## src/rtl/ascon_pkg.sv

```systemverilog
// ascon_pkg: shared types and constants for the AD block padder
package ascon_pkg;
    localparam int RATE_BYTES = 8;
    localparam int RATE_BITS = 8 * RATE_BYTES;
    localparam int DATALEN_W = 4;
    localparam logic [7:0] PAD_BYTE = 8'h80;
    typedef enum logic [1:0] {IDLE, FILL, HOLD} padder_state_t;
endpackage

```

## src/rtl/byte_lane_writer.sv

```systemverilog
// byte_lane_writer: returns blk_in with big-endian lane idx replaced by b when we is high
module byte_lane_writer
    import ascon_pkg::*;
(
    input  logic [RATE_BITS-1:0] blk_in,
    input  logic [2:0]           idx,
    input  logic [7:0]           b,
    input  logic                 we,
    output logic [RATE_BITS-1:0] blk_out
);
    always_comb begin
        blk_out = blk_in;
        for (int i = 0; i < RATE_BYTES; i++)
            if (we && idx == 3'(i)) blk_out[8*(RATE_BYTES-1-i) +: 8] = b;
    end
endmodule

```

## src/rtl/ad_block_padder.sv

```systemverilog
// ad_block_padder: collects up to 8 AD bytes into a big-endian rate block, 10* pads it,
// and holds it for the permutation core under a valid/ready handshake.
module ad_block_padder
    import ascon_pkg::*;
(
    input  logic                 clk,
    input  logic                 RST,
    input  logic                 busy,
    input  logic                 start,
    input  logic [DATALEN_W-1:0] datalen,
    input  logic [7:0]           byte_in,
    input  logic                 byte_valid,
    output logic                 byte_ready,
    output logic [RATE_BITS-1:0] block_out,
    output logic                 block_valid,
    input  logic                 block_ready,
    output logic                 padded
);
    padder_state_t state;
    logic [3:0] len, count, count_nxt, len_clamped;
    logic accept, done, pad_en;
    logic [RATE_BITS-1:0] blk_data, blk_pad;

    assign len_clamped = (datalen > 4'd8) ? 4'd8 : datalen;
    assign accept = (state == FILL) && byte_valid && (count < len);
    assign count_nxt = accept ? count + 4'd1 : count;
    assign done = (state == FILL) && busy && (count_nxt == len);
    assign pad_en = done && (len < 4'd8);

    byte_lane_writer u_data (
        .blk_in(block_out), .idx(count[2:0]), .b(byte_in), .we(accept), .blk_out(blk_data)
    );
    // Pad lane is written in the same edge that completes the block
    byte_lane_writer u_pad (
        .blk_in(blk_data), .idx(len[2:0]), .b(PAD_BYTE), .we(pad_en), .blk_out(blk_pad)
    );

    always_ff @(posedge clk) begin
        if (RST) begin
            state <= IDLE;
            block_out <= '0;
            block_valid <= 1'b0;
            byte_ready <= 1'b0;
            padded <= 1'b0;
            count <= '0;
            len <= '0;
        end else begin
            case (state)
                IDLE: if (start && busy) begin
                    state <= FILL;
                    len <= len_clamped;
                    count <= '0;
                    block_out <= '0;
                    byte_ready <= (len_clamped != 4'd0);
                end
                FILL: if (!busy) begin
                    state <= IDLE;
                    byte_ready <= 1'b0;
                end else begin
                    block_out <= blk_pad;
                    count <= count_nxt;
                    if (done) begin
                        state <= HOLD;
                        byte_ready <= 1'b0;
                        block_valid <= 1'b1;
                        padded <= (len < 4'd8);
                    end
                end
                HOLD: if (block_ready || !busy) begin
                    state <= IDLE;
                    block_valid <= 1'b0;
                end
                default: state <= IDLE;
            endcase
        end
    end
endmodule

```

## config.mk

```make
export PLATFORM = sky130hd
export DESIGN_NAME = ad_block_padder
export DESIGN_NICKNAME = d
export VERILOG_FILES = /design/src/rtl/ascon_pkg.sv /design/src/rtl/byte_lane_writer.sv /design/src/rtl/ad_block_padder.sv
export SDC_FILE = /design/constraint.sdc
export NUM_CORES = 1
export LEC_CHECK = 0
export ABC_AREA = 1
export CAP_MARGIN = 20
export CELL_PAD_IN_SITES_DETAIL_PLACEMENT = 1
export CELL_PAD_IN_SITES_GLOBAL_PLACEMENT = 2
export CORE_MARGIN = 8
export CORE_UTILIZATION = 29
export CTS_BUF_LIST = sky130_fd_sc_hd__clkbuf_8
export DETAILED_ROUTE_END_ITERATION = 10
export GPL_TIMING_DRIVEN = 0
export MAX_ROUTING_LAYER = met4
export PLACE_DENSITY_LB_ADDON = 0.05
export SLEW_MARGIN = 0
export SYNTH_ARGS = -nofsm -noshare
export SYNTH_HDL_FRONTEND = slang
export SYNTH_SLANG_ARGS = --single-unit
```

## constraint.sdc

```tcl
create_clock -name clk -period 3.36 [get_ports clk]
set_input_delay 0.336 -clock clk [delete_from_list [all_inputs] [get_ports clk]]
set_output_delay 0.336 -clock clk [all_outputs]
set_load 0.005 [all_outputs]
```

Yosys cells after proc, flatten, opt, wreduce, memory -nomap -nowiden
Index checks and enable logic that the tools add are counted.
{"block": "classes", "muxes": 37, "addsub": 1, "n_eq_ne": 30, "order_cmp": 3, "n_reduce_logical": 44}
{"operator": "$mux W64", "count": 2}
{"operator": "$mux W8", "count": 16}
{"operator": "$pmux W64 S2", "count": 1}
{"operator": "$reduce_and A4 Y1", "count": 9}
{"operator": "$eq A3 B3 Y1 const B", "count": 8}
{"operator": "$ne A3 B1 Y1 const B", "count": 8}
{"operator": "$logic_and A1 B1 Y1", "count": 22}
{"operator": "$mux W4", "count": 4}
{"operator": "$eq A3 B2 Y1 const B", "count": 4}
{"operator": "$reduce_and A3 Y1", "count": 4}
{"operator": "$mux W2", "count": 4}
{"operator": "$ne A2 B2 Y1 const B", "count": 4}
{"operator": "$pmux W4 S2", "count": 1}
{"operator": "$eq A3 B1 Y1 const B", "count": 2}
{"operator": "$logic_not A3 Y1", "count": 2}
{"operator": "$mux W1", "count": 6}
{"operator": "$pmux W2 S3", "count": 1}
{"operator": "$add A4 B1 Y4 const B", "count": 1}
{"operator": "$eq A4 B4 Y1", "count": 1}
{"operator": "$gt A4 B4 Y1 const B", "count": 1}
{"operator": "$lt A4 B4 Y1", "count": 1}
{"operator": "$lt A4 B4 Y1 const B", "count": 1}
{"operator": "$pmux W1 S2", "count": 2}
{"operator": "$reduce_bool A2 Y1", "count": 2}
{"operator": "other kinds (8)", "count": 8}
{"block": "word_totals", "reg_bits": 77, "inputBits": 18, "elab_cells": 129, "out_inout_bits": 67}

Logic depth before layout (Yosys ltp)
{"block": "logic_depth", "word_depth": 11, "ltp_mapped": 19, "mapped_depth_nobuf": 17}

Hierarchy
A second synthesis with hierarchy kept.
{"block": "hier_totals", "cells_unflattened": 868, "area_unflattened_um2": 5226.3}
{"mod": "ad_block_padder", "seq_area_each_um2": 1541.5, "cells_per_inst": 406, "area_each_um2": 3091.7, "instances": 1}
{"mod": "byte_lane_writer", "seq_area_each_um2": 0.0, "cells_per_inst": 231, "area_each_um2": 1067.3, "instances": 2}

Worst setup path before layout
OpenSTA, ideal clock, no wires.
{"block": "synth_timing", "path_kind": "flip-flop to flip-flop", "startpoint": "register len[3]", "endpoint": "register block_out[12]", "required_time_ns": 3.245, "setup_slack_ns": 0.660, "arrival_ns": 2.585, "setup_ns": 0.115, "path_buffers": 3, "period_less_slack_ns": 2.700, "stages_incl_launch_ff": 20, "cell_sequence": "dfxtp_1 inv_1 buf_2 ha_1 nand2_1 inv_1 nor2_2 nand2_2 buf_6 nand2_1 nand3_1 nand2_1 nand2_2 nor2_8 nand4_4 nand2_4 buf_6 nand3_1 nand2_1 nor2_1"}
{"block": "synth_between", "elab_chain_len": 10, "elab_cells_between_ends": 14, "cone_classes": "order compare (2); eq/ne (2); mux (4); reduce/logical (6)"}
{"item": "start: declaration", "line_no": "ad_block_padder.sv:20", "text": "logic [3:0] len, count, count_nxt, len_clamped;"}
{"item": "start signal: assignment", "line_no": "ad_block_padder.sv:51", "text": "len <= len_clamped;"}
{"item": "$lt A4 B4 Y1", "line_no": "ad_block_padder.sv:25", "text": "assign accept = (state == FILL) && byte_valid && (count < len);"}
{"item": "$logic_and A1 B1 Y1", "line_no": "ad_block_padder.sv:25"}
{"item": "$mux W4", "line_no": "ad_block_padder.sv:26", "text": "assign count_nxt = accept ? count + 4'd1 : count;"}
{"item": "$eq A4 B4 Y1", "line_no": "ad_block_padder.sv:27", "text": "assign done = (state == FILL) && busy && (count_nxt == len);"}
{"item": "$logic_and A1 B1 Y1", "line_no": "ad_block_padder.sv:27"}
{"item": "$logic_and A1 B1 Y1", "line_no": "ad_block_padder.sv:28", "text": "assign pad_en = done && (len < 4'd8);"}
{"item": "$logic_and A1 B1 Y1", "line_no": "byte_lane_writer.sv:14", "text": "if (we && idx == 3'(i)) blk_out[8*(RATE_BYTES-1-i) +: 8] = b;"}
{"item": "$mux W8", "line_no": "byte_lane_writer.sv:14"}
{"item": "$mux W64", "line_no": "ad_block_padder.sv:56", "text": "FILL: if (!busy) begin"}
{"item": "$pmux W64 S2", "line_no": "ad_block_padder.sv:48", "text": "case (state)"}
{"item": "end signal: assignment", "line_no": "ad_block_padder.sv:60", "text": "block_out <= blk_pad;"}
{"item": "end: declaration", "line_no": "ad_block_padder.sv:14", "text": "output logic [RATE_BITS-1:0] block_out,"}
Parallel ways exist; a longest one is shown, timed or not. The select of a mux whose other input is x is not followed.
A chain may end at the register's enable or synchronous reset.

Worst setup path in the final report
{"block": "layout_timing", "startpoint": "register len[3]", "endpoint": "register block_out[3]"}
The elaborated chain is that of the path after synthesis.

==> results.json <==
{
  "hold_viol": 0,
  "antenna_cells_inserted": 0,
  "core-area_sq_mm": 0.0145,
  "multi_input_area_sq_mm": 0.00234,
  "portBuffers": 84,
  "slowest_delay_ps": 320,
  "synth_nets": 656,
  "hp-class": "flip-flop to flip-flop",
  "start_util_pct": 29.5,
  "ys_ff_latch": 77,
  "start_kind": "flip-flop",
  "vias": 4405,
  "end_kind": "flip-flop",
  "cts_made_buffers": 9,
  "io_pins": 85,
  "setup_tns_ps": 0,
  "firstDrtPassIters": 4,
  "grt_pass1_vias": 4580,
  "synth-edff-count": 0,
  "syn_avg_cell_area_sq_um": 6.80,
  "synthFlopType": "dfxtp_1",
  "antenna_found_initial": 0,
  "cp_cell_sequence": "inv_1, buf_4, ha_1, nand2_1, inv_1, nor2_2, nand2_2, buf_6, nand2_1, nand3_1, nand2_1, nand2_2, nor2_8, buf_12, nand4_4, nand2_4, buf_6, nand3_1, nand2_1, nor2_1",
  "required_ps": 3630,
  "cts_hold_buffers": 0,
  "num_rows": 44,
  "cts_tree": "yes",
  "synthToLayoutAreaGrowth_pct": 29.7,
  "yosysWarnings": 0,
  "cp_slowest_cell": "dfxtp_1",
  "path_buf_inv": 6,
  "tightest_slew_ps": 1060,
  "die_y_um": 137,
  "die_x_um": 137,
  "cts_sinks": 77,
  "p_leak_nw": 2.28,
  "crit_type": "flip-flop to flip-flop",
  "wl_um": 14800,
  "relSlewSlack_pct": 28.9,
  "yosysSeqAreaShare_pct": 36.1,
  "drc": 0,
  "layout_min_cycle_time_ps": 3040,
  "die_area_sq_mm": 0.0189,
  "crit_top_cell": "nand2_1",
  "grt_pass1_wl_um": 24100,
  "syn_area_sq_mm": 0.00428,
  "drtIter0Drc": 193,
  "clock_skew_ps": 5.73,
  "async_flop_share_pct": 0,
  "total_power_mw": 2.26,
  "seq_area_sq_mm": 0.00154,
  "worstPathMaxFanout": 10,
  "grt_max_degree": 13,
  "n_fill_cell": 1831,
  "synth.distinct_cells": 26,
  "clk_pin_slew_ps": 80,
  "overflow": 0,
  "fin_nets": 752,
  "drive_gt1_share_pct": 9.04,
  "gp_congestion": 0.843,
  "vias_per_cell": 4.82,
  "crit_family": "simple AND/OR/NAND/NOR gates",
  "ant_nets": 0,
  "cts-root-buf": "clkbuf_8",
  "clock_path_buffers": 2,
  "fmax_mhz": 329,
  "rsz0062_at_grt": "no",
  "dp_hpwl_um": 11200,
  "peakVddDrop_v": 0.000141,
  "wl_per_cell_um": 16.2,
  "synthesis.instances": 629,
  "cp.arrival_ps": 3300,
  "grt.total_usage_pct": 16.8,
  "p_per_area_mw_per_mm2": 407,
  "drv_cap": 0,
  "setup_viol": 0,
  "clock_latency_ps": 370,
  "status": "finished clean",
  "fin_crit_sh_pct": 90.4,
  "maxSlewViolCount": 0,
  "cts_max_level": 3
}
[layer usage]
layer | up-vias | track usage, % | part of all wire, %
met5 | - | - | 0
met2 | 78 | 27.5 | 48
met3 | 13 | 2.66 | 4.0
li1 | 2232 | - | -
met1 | 2082 | 20.8 | 47
met4 | 0 | 5.07 | 1.1
[registers in the layout, indices dropped and copies added, names as in the netlist]
signal	count
byte_ready	1
block_valid	1
len	4
state	2
padded	1
block_out	64
count	4
[worst reg2reg max path, stage by stage, from the launching register on]
cell	delay [ps]
dfxtp_1	320
inv_1	140
buf_4	300
ha_1	290
nand2_1	70
inv_1	40
nor2_2	120
nand2_2	110
buf_6	160
nand2_1	70
nand3_1	60
nand2_1	100
nand2_2	100
nor2_8	120
buf_12	160
nand4_4	200
nand2_4	170
buf_6	170
nand3_1	90
nand2_1	80
nor2_1	40
[cells in the mapped netlist, types with 8 or more instances]
library cell	instances	area share (%)
nand2_1	172	15
nor2_1	84	7.4
nand3_1	80	9.4
dfxtp_1	77	36
a21oi_1	76	8.9
inv_1	42	3.7
buf_2	11	1.3
buf_6	9	2.4
clkbuf_1	9	0.79
ha_1	9	2.6
nor3_1	9	1.1
nand2_4	8	2.1
nand4_4	8	4.0
[area by class of cell]
class,instances,share of cell area [%]
multi-input combinational,470,42.3
sequential,77,27.8
clock inverter,5,0.474
buffer,36,3.95
tap,184,4.15
timing repair buffer,85,15.5
clock buffer,11,2.73
inverter,46,3.11
[cell usage in the layout, fill, tap and decap left out, drive strengths merged]
cell,instances
clkdlybuf4s50,84
nor2,88
o41ai,1
o21ai,2
a22oi,1
nor3,9
dfxtp,77
clkinvlp,1
nand2,186
a211oi,1
nand4,10
buf,28
inv,47
ha,9
clkbuf,20
nand3b,1
clkinv,3
o31ai,6
nand3,80
a21oi,76
[final timing paths]
kind / from / end / slack, ps / cells past startpoint
worst max-delay path: len[3]$_SDFFE_PP0P_ / block_out[3]$_SDFFE_PP0P_ / 320 / 20
worst min-delay path: byte_ready$_SDFFE_PP0P_ / byte_ready$_SDFFE_PP0P_ / 480 / 2
worst max register to register: len[3]$_SDFFE_PP0P_ / block_out[3]$_SDFFE_PP0P_ / 320 / 20
worst min register to register: byte_ready$_SDFFE_PP0P_ / byte_ready$_SDFFE_PP0P_ / 480 / 2
[timing repair]
item	CTS	global route
buffers inserted	0	1
setup endpoints to repair	0	64
resized for setup	0	2
[metrics by stage]
step                      cells  util [%]  area, sq um  hold WS, ps  setup WS [ps]
after floorplan             629         -         4280          405            660
after global placement      897      36.9         5350          455            137
after detailed placement    897      36.9         5350          469           60.8
after CTS                   913      38.2         5520          481           44.5
after global routing        914      38.3         5550          510           43.2
final                       914      38.3         5550          476            322
[cells by family (layout without fill, tap and decap cells)]
family | count (synthesis) | after routing | synth area share [%]
AOI/OAI and AO/OA | 87 | 87 | 10.7
adders and majority gates | 9 | 9 | 2.63
buffers and inverters | 82 | 183 | 9.10
DFF | 77 | 77 | 36.1
and+or+nand+nor | 374 | 374 | 41.5
[where the power goes]
part / leakage (nW) / switching (mW) / total, mW / internal [mW]
combinational: 1.55 / 0.295 / 0.562 / 0.268
clock: 0.0963 / 0.365 / 0.667 / 0.303
sequential: 0.632 / 0.0417 / 1.03 / 0.986
No activity file was read; power rests on OpenSTA's default activity.
